File: src/rtl/comparator_pkg.sv
// Shared types for the pipelined comparator: lane compare result encoding and counter width.
// Latency: n/a (types and constants only).
// Backpressure: n/a.
// Contents: cmp_res_t (per-lane result), CNT_W (delivered-beat counter width).
package comparator_pkg;

  // EQ is the all-zero code, so an idle lane never reads as GT or LT.
  typedef enum logic [1:0] {
    CMP_EQ = 2'b00,
    CMP_LT = 2'b01,
    CMP_GT = 2'b10
  } cmp_res_t;

  localparam int CNT_W = 16;

endpackage

File: src/rtl/cmp_lane.sv
// Single-lane magnitude compare of A against B, signed or unsigned.
// Latency: combinational, 0 cycles.
// Backpressure: none (pure function of its inputs).
// Ports: a, b (WIDTH-bit operands), is_signed (1 = two's complement), res (cmp_res_t).
module cmp_lane
  import comparator_pkg::*;
#(
  parameter int WIDTH = 8
) (
  input  logic [WIDTH-1:0] a,
  input  logic [WIDTH-1:0] b,
  input  logic             is_signed,
  output cmp_res_t         res
);

  // Flipping the sign bit maps two's-complement order onto unsigned order,
  // so one unsigned comparator serves both modes (WIDTH=1: 1 -> -1 < 0).
  logic [WIDTH-1:0] a_k;
  logic [WIDTH-1:0] b_k;

  always_comb begin
    a_k = a;
    b_k = b;
    if (is_signed) begin
      a_k[WIDTH-1] = ~a[WIDTH-1];
      b_k[WIDTH-1] = ~b[WIDTH-1];
    end
  end

  always_comb begin
    if (a_k > b_k) begin
      res = CMP_GT;
    end else if (a_k < b_k) begin
      res = CMP_LT;
    end else begin
      res = CMP_EQ;
    end
  end

endmodule

File: src/rtl/pipelined_comparator.sv
// Multi-lane registered comparator: one-hot GT/LT/EQ per lane plus all-lanes-equal, valid/ready streamed.
// Latency: 1 cycle from accept to out_valid; full throughput of 1 beat per cycle.
// Backpressure: in_ready = !out_valid || out_ready; results held stable while out_valid && !out_ready.
// Ports: clk, rst (async active-high); in_valid/in_ready/in_signed/in_a/in_b; out_valid/out_ready;
//        out_gt/out_lt/out_eq (CHANNELS each), out_all_eq.
// Option PIPELINED_COMPARATOR_STICKY_EN adds sticky_clr, sticky_gt, sticky_lt, beat_count.
module pipelined_comparator
  import comparator_pkg::*;
#(
  parameter int WIDTH    = 8,
  parameter int CHANNELS = 4
) (
  input  logic                      clk,
  input  logic                      rst,
  input  logic                      in_valid,
  output logic                      in_ready,
  input  logic                      in_signed,
  input  logic [CHANNELS*WIDTH-1:0] in_a,
  input  logic [CHANNELS*WIDTH-1:0] in_b,
  output logic                      out_valid,
  input  logic                      out_ready,
  output logic [CHANNELS-1:0]       out_gt,
  output logic [CHANNELS-1:0]       out_lt,
  output logic [CHANNELS-1:0]       out_eq,
  output logic                      out_all_eq
`ifdef PIPELINED_COMPARATOR_STICKY_EN
  ,
  input  logic                      sticky_clr,
  output logic [CHANNELS-1:0]       sticky_gt,
  output logic [CHANNELS-1:0]       sticky_lt,
  output logic [CNT_W-1:0]          beat_count
`endif
);

  cmp_res_t            lane_res [CHANNELS];
  logic [CHANNELS-1:0] gt_next;
  logic [CHANNELS-1:0] lt_next;
  logic [CHANNELS-1:0] eq_next;
  logic                accept;
  logic                drain;

  for (genvar i = 0; i < CHANNELS; i++) begin : g_lane
    cmp_lane #(
      .WIDTH(WIDTH)
    ) u_lane (
      .a        (in_a[i*WIDTH +: WIDTH]),
      .b        (in_b[i*WIDTH +: WIDTH]),
      .is_signed(in_signed),
      .res      (lane_res[i])
    );
  end

  always_comb begin
    gt_next = '0;
    lt_next = '0;
    eq_next = '0;
    for (int i = 0; i < CHANNELS; i++) begin
      gt_next[i] = (lane_res[i] == CMP_GT);
      lt_next[i] = (lane_res[i] == CMP_LT);
      eq_next[i] = (lane_res[i] == CMP_EQ);
    end
  end

  assign in_ready = !out_valid || out_ready;
  assign accept   = in_valid && in_ready;
  assign drain    = out_valid && out_ready;

  // Result registers only load on accept, so undriven operands on idle
  // cycles never reach the outputs.
  always_ff @(posedge clk or posedge rst) begin
    if (rst) begin
      out_valid  <= 1'b0;
      out_gt     <= '0;
      out_lt     <= '0;
      out_eq     <= '0;
      out_all_eq <= 1'b0;
    end else begin
      if (accept) begin
        out_valid  <= 1'b1;
        out_gt     <= gt_next;
        out_lt     <= lt_next;
        out_eq     <= eq_next;
        out_all_eq <= &eq_next;
      end else if (drain) begin
        out_valid <= 1'b0;
      end
    end
  end

`ifdef PIPELINED_COMPARATOR_STICKY_EN
  // Sticky flags and counter track delivered results; clear wins over a
  // same-cycle handshake.
  always_ff @(posedge clk or posedge rst) begin
    if (rst) begin
      sticky_gt  <= '0;
      sticky_lt  <= '0;
      beat_count <= '0;
    end else if (sticky_clr) begin
      sticky_gt  <= '0;
      sticky_lt  <= '0;
      beat_count <= '0;
    end else if (drain) begin
      sticky_gt <= sticky_gt | out_gt;
      sticky_lt <= sticky_lt | out_lt;
      if (beat_count != {CNT_W{1'b1}}) begin
        beat_count <= beat_count + 1'b1;
      end
    end
  end
`endif

endmodule
File: config.mk
export PLATFORM = sky130hd
export DESIGN_NAME = pipelined_comparator
export DESIGN_NICKNAME = d
export VERILOG_FILES = /design/src/rtl/comparator_pkg.sv /design/src/rtl/cmp_lane.sv /design/src/rtl/pipelined_comparator.sv
export SDC_FILE = /design/constraint.sdc
export NUM_CORES = 1
export LEC_CHECK = 0
export ABC_AREA = 1
export CORE_MARGIN = 1.5
export CORE_UTILIZATION = 39
export DETAILED_ROUTE_END_ITERATION = 8
export PLACE_DENSITY_LB_ADDON = 0.05
export SETUP_SLACK_MARGIN = 0.2
export SKIP_LAST_GASP = 1
export SLEW_MARGIN = 30
export SYNTH_ARGS = -nofsm -noshare
export SYNTH_HDL_FRONTEND = slang
export SYNTH_SLANG_ARGS = --single-unit
File: constraint.sdc
create_clock -name clk -period 1.65 [get_ports clk]
set_input_delay 0.33 -clock clk [delete_from_list [all_inputs] [get_ports clk]]
set_output_delay 0.33 -clock clk [all_outputs]
set_load 0.03 [all_outputs]
==> flow_summary.yaml <==
timing:
  finalHoldViolCount: 0
  min_period_over_period_pct: 92.5
  rsz0062_at_grt: "true"
  max_freq_ghz: 0.655
  setup_viol: 0
  finalCriticalPeriod_ps: 1530
  holdWs_ps: 414
  worst_pin_slew_ps: 522
  slew_viol_final: 0
  fin_worst_skew_ps: 3.87
  slew_headroom_pct: 65.2
clock_network:
  cts_tree: "done"
  clk-insertion-delay-late_ps: 250
  cts_max_path_buffers: 2
  htree_levels: 1
  cts.sinks: 14
  ctsHoldBuffers: 0
  cts_buffers: 3
  path_clk_slew_ps: 60
  cts_root_buffer: "clkbuf_8"
synthesis:
  synth_warnings: 0
  synth-edff-count: 0
  synth_fp_nets: 304
  synth_common_cells: "nand2_1, inv_1, ha_1"
  yosysTopAreaCell: "ha_1"
  synthFlopType: "dfrtp_1"
  syn_area_per_cell_sq_um: 7.22
  yosys.area.top_type_share_pct: 26.3
  seq_area_frac_synth_pct: 23.8
  ys_async_sr_fraction_pct: 100
  synth.area.top_cells: "ha_1, dfrtp_1, nand2_1, inv_1, a21oi_1"
  ys_ff_latch: 14
  syn_inst: 204
  post_synth_num_cell_types: 21
  netlist_area_sq_um: 1470
  synth_most_common_cell: "nand2_1"
placed_design:
  numPlacedInstances: 339
  place_hpwl_um: 2870
  gp_congestion: 0.721
  portBuffers: 83
grt:
  grt_usage_pct: 18.7
  grt_pass1_wl_um: 6240
  grt_overflow: 0
  grt_max_degree: 15
  grt_pass1_vias: 1613
  antenna_found_initial: 0
detailed_routing:
  routedWlPerCell_um: 12.2
  vias_per_cell: 4.62
  totalWireLength_um: 4210
  vias: 1595
  drt_first_iter_violations: 20
  drtAntennaViolNets: 0
  first_pass_iters: 4
  drc: 0
cells_and_area:
  drive_above_1_share_pct: 40.1
  n_antenna_cell: 0
  layoutNonFillerInstCount: 345
  final_core_utilization_pct: 82.5
  fill_cells: 239
  final_nets: 398
  syn2layout_area_growth_pct: 103
run_status:
  outcome: "finished clean"
floorplanning:
  ioPinCount: 84
  dieArea_sq_um: 4150
  num_rows: 22
  die_h_um: 64.5
  start_util_pct: 40.5
  die_x_um: 64.5
  coreArea_sq_um: 3630
power:
  p_leak_nw: 1.66
  irDropWorstVdd_uv: 328
  cellPowerDensity_nw_per_um2: 517
critical_path:
  end_kind: "flip-flop"
  worstSetupStartpointType: "primary input"
  worst-endpoint-required_ps: 1840
  worstSetupPathType: "in -> reg"
  critPathArrivalTime_ps: 1720
  path_max_fanout: 3
job:
  max_cap_viol_count: 0
worst_hold_path:
  min_path_type: "in -> async"
## critical path: stages
cell	delay, ps
buf_6	100
buf_6	120
xor2_1	150
ha_1	360
nand2_4	90
o21a_1	200
nand2_2	90
nand2_2	70
nor2_2	100
nand2_1	50
nand2_1	60
## stage by stage
| stage | area, sq um | setup slack, ps | total power [mW] | setup TNS, ps |
|---|---|---|---|---|
| after global placement | 2430 | -364 | 1.08 | -3300 |
| after global routing | 3000 | 20.3 | 1.65 | 0 |
| final | 3000 | 123 | 1.55 | 0 |
| after CTS | 2640 | 102 | 1.45 | 0 |
| after detailed placement | 2430 | -458 | 1.09 | -3890 |
| after floorplan | 1520 | 179 | 0.772 | 0 |
## final cells by class
type / instances / area, sq um / area share [%]
Clock buffer: 4 / 55.1 / 1.84
Inverter: 46 / 173 / 5.76
Multi-Input combinational cell: 142 / 1420 / 47.4
Sequential cell: 14 / 350 / 11.7
Tap cell: 48 / 60.1 / 2.00
Timing Repair Buffer: 91 / 937 / 31.3
## path summary, 6_finish.rpt
kind	endpoint	depth (start not counted)	slack (ps)	startpoint
max	out_all_eq	11	120	in_signed
min	out_gt[3]	2	410	rst
max reg2reg	out_eq[2]	4	470	out_valid
min reg2reg	out_all_eq	2	470	out_all_eq
max in group asynchronous	out_eq[0]	2	890	rst
min in group clk	out_all_eq	2	470	out_all_eq
## what timing repair did
action / CTS / global route
buffers inserted: 0 / 2
resized for setup: 78 / 101
pin swaps: 16 / 59
setup endpoints to repair: 27 / 13
## layout by cell type, fill, tap and decap left out
master,Yosys,routed
nand2_1,57,36
dlymetal6s2s_1,0,30
inv_2,1,28
dlygate4sd2_1,0,28
ha_4,0,22
nand2_2,2,21
inv_1,45,18
clkdlybuf4s50_1,0,18
dfrtp_1,14,14
ha_1,31,8
a21oi_2,0,7
o21a_1,7,7
nor2_2,2,7
buf_4,1,7
a21oi_1,12,5
o21ai_2,0,5
clkdlybuf4s15_1,0,5
clkbuf_8,0,4
nor3_4,0,3
xor2_1,3,3
xnor2_2,0,3
buf_6,0,3
nand3_4,0,2
nor2_1,7,2
o21bai_1,2,2
nand2_4,0,2
nand3_2,1,2
a21oi_4,1,1
nand3_1,4,1
nand4_2,1,1
o21ai_1,0,1
ha_2,0,1
## sequential cells by signal, indices dropped and copies added (netlist names)
name / cells
out_all_eq: 1
out_gt: 4
out_eq: 4
out_lt: 4
out_valid: 1
## where the power goes
| part | leakage (nW) | switching (mW) | internal [mW] |
|---|---|---|---|
| Combinational | 1.45 | 0.418 | 0.386 |
| Clock | 0.0288 | 0.127 | 0.212 |
| Sequential | 0.174 | 0.0229 | 0.386 |
| Total | 1.66 | 0.568 | 0.983 |
## per-layer routing
metal / part of all wire [%] / GRT usage (%) / vias to the layer above / routed length (um)
met4: 1.5 / 6.38 / 0 / 65
met1: 38 / 19.4 / 712 / 1590
met3: 4.7 / 2.26 / 6 / 200
met5: 0 / 0 / - / 0
li1: - / - / 825 / -
met2: 56 / 38.0 / 52 / 2350
## cells by family after synthesis
group | after synthesis | synth area share, %
AOI/OAI and AO/OA | 28 | 11.8
xor gates and xnor gates | 6 | 3.57
adders and majority gates | 31 | 26.3
buffers and inverters | 48 | 12.6
DFF | 14 | 23.8
and+or+nand+nor | 77 | 21.9
Power figures use the tool's default switching activity.
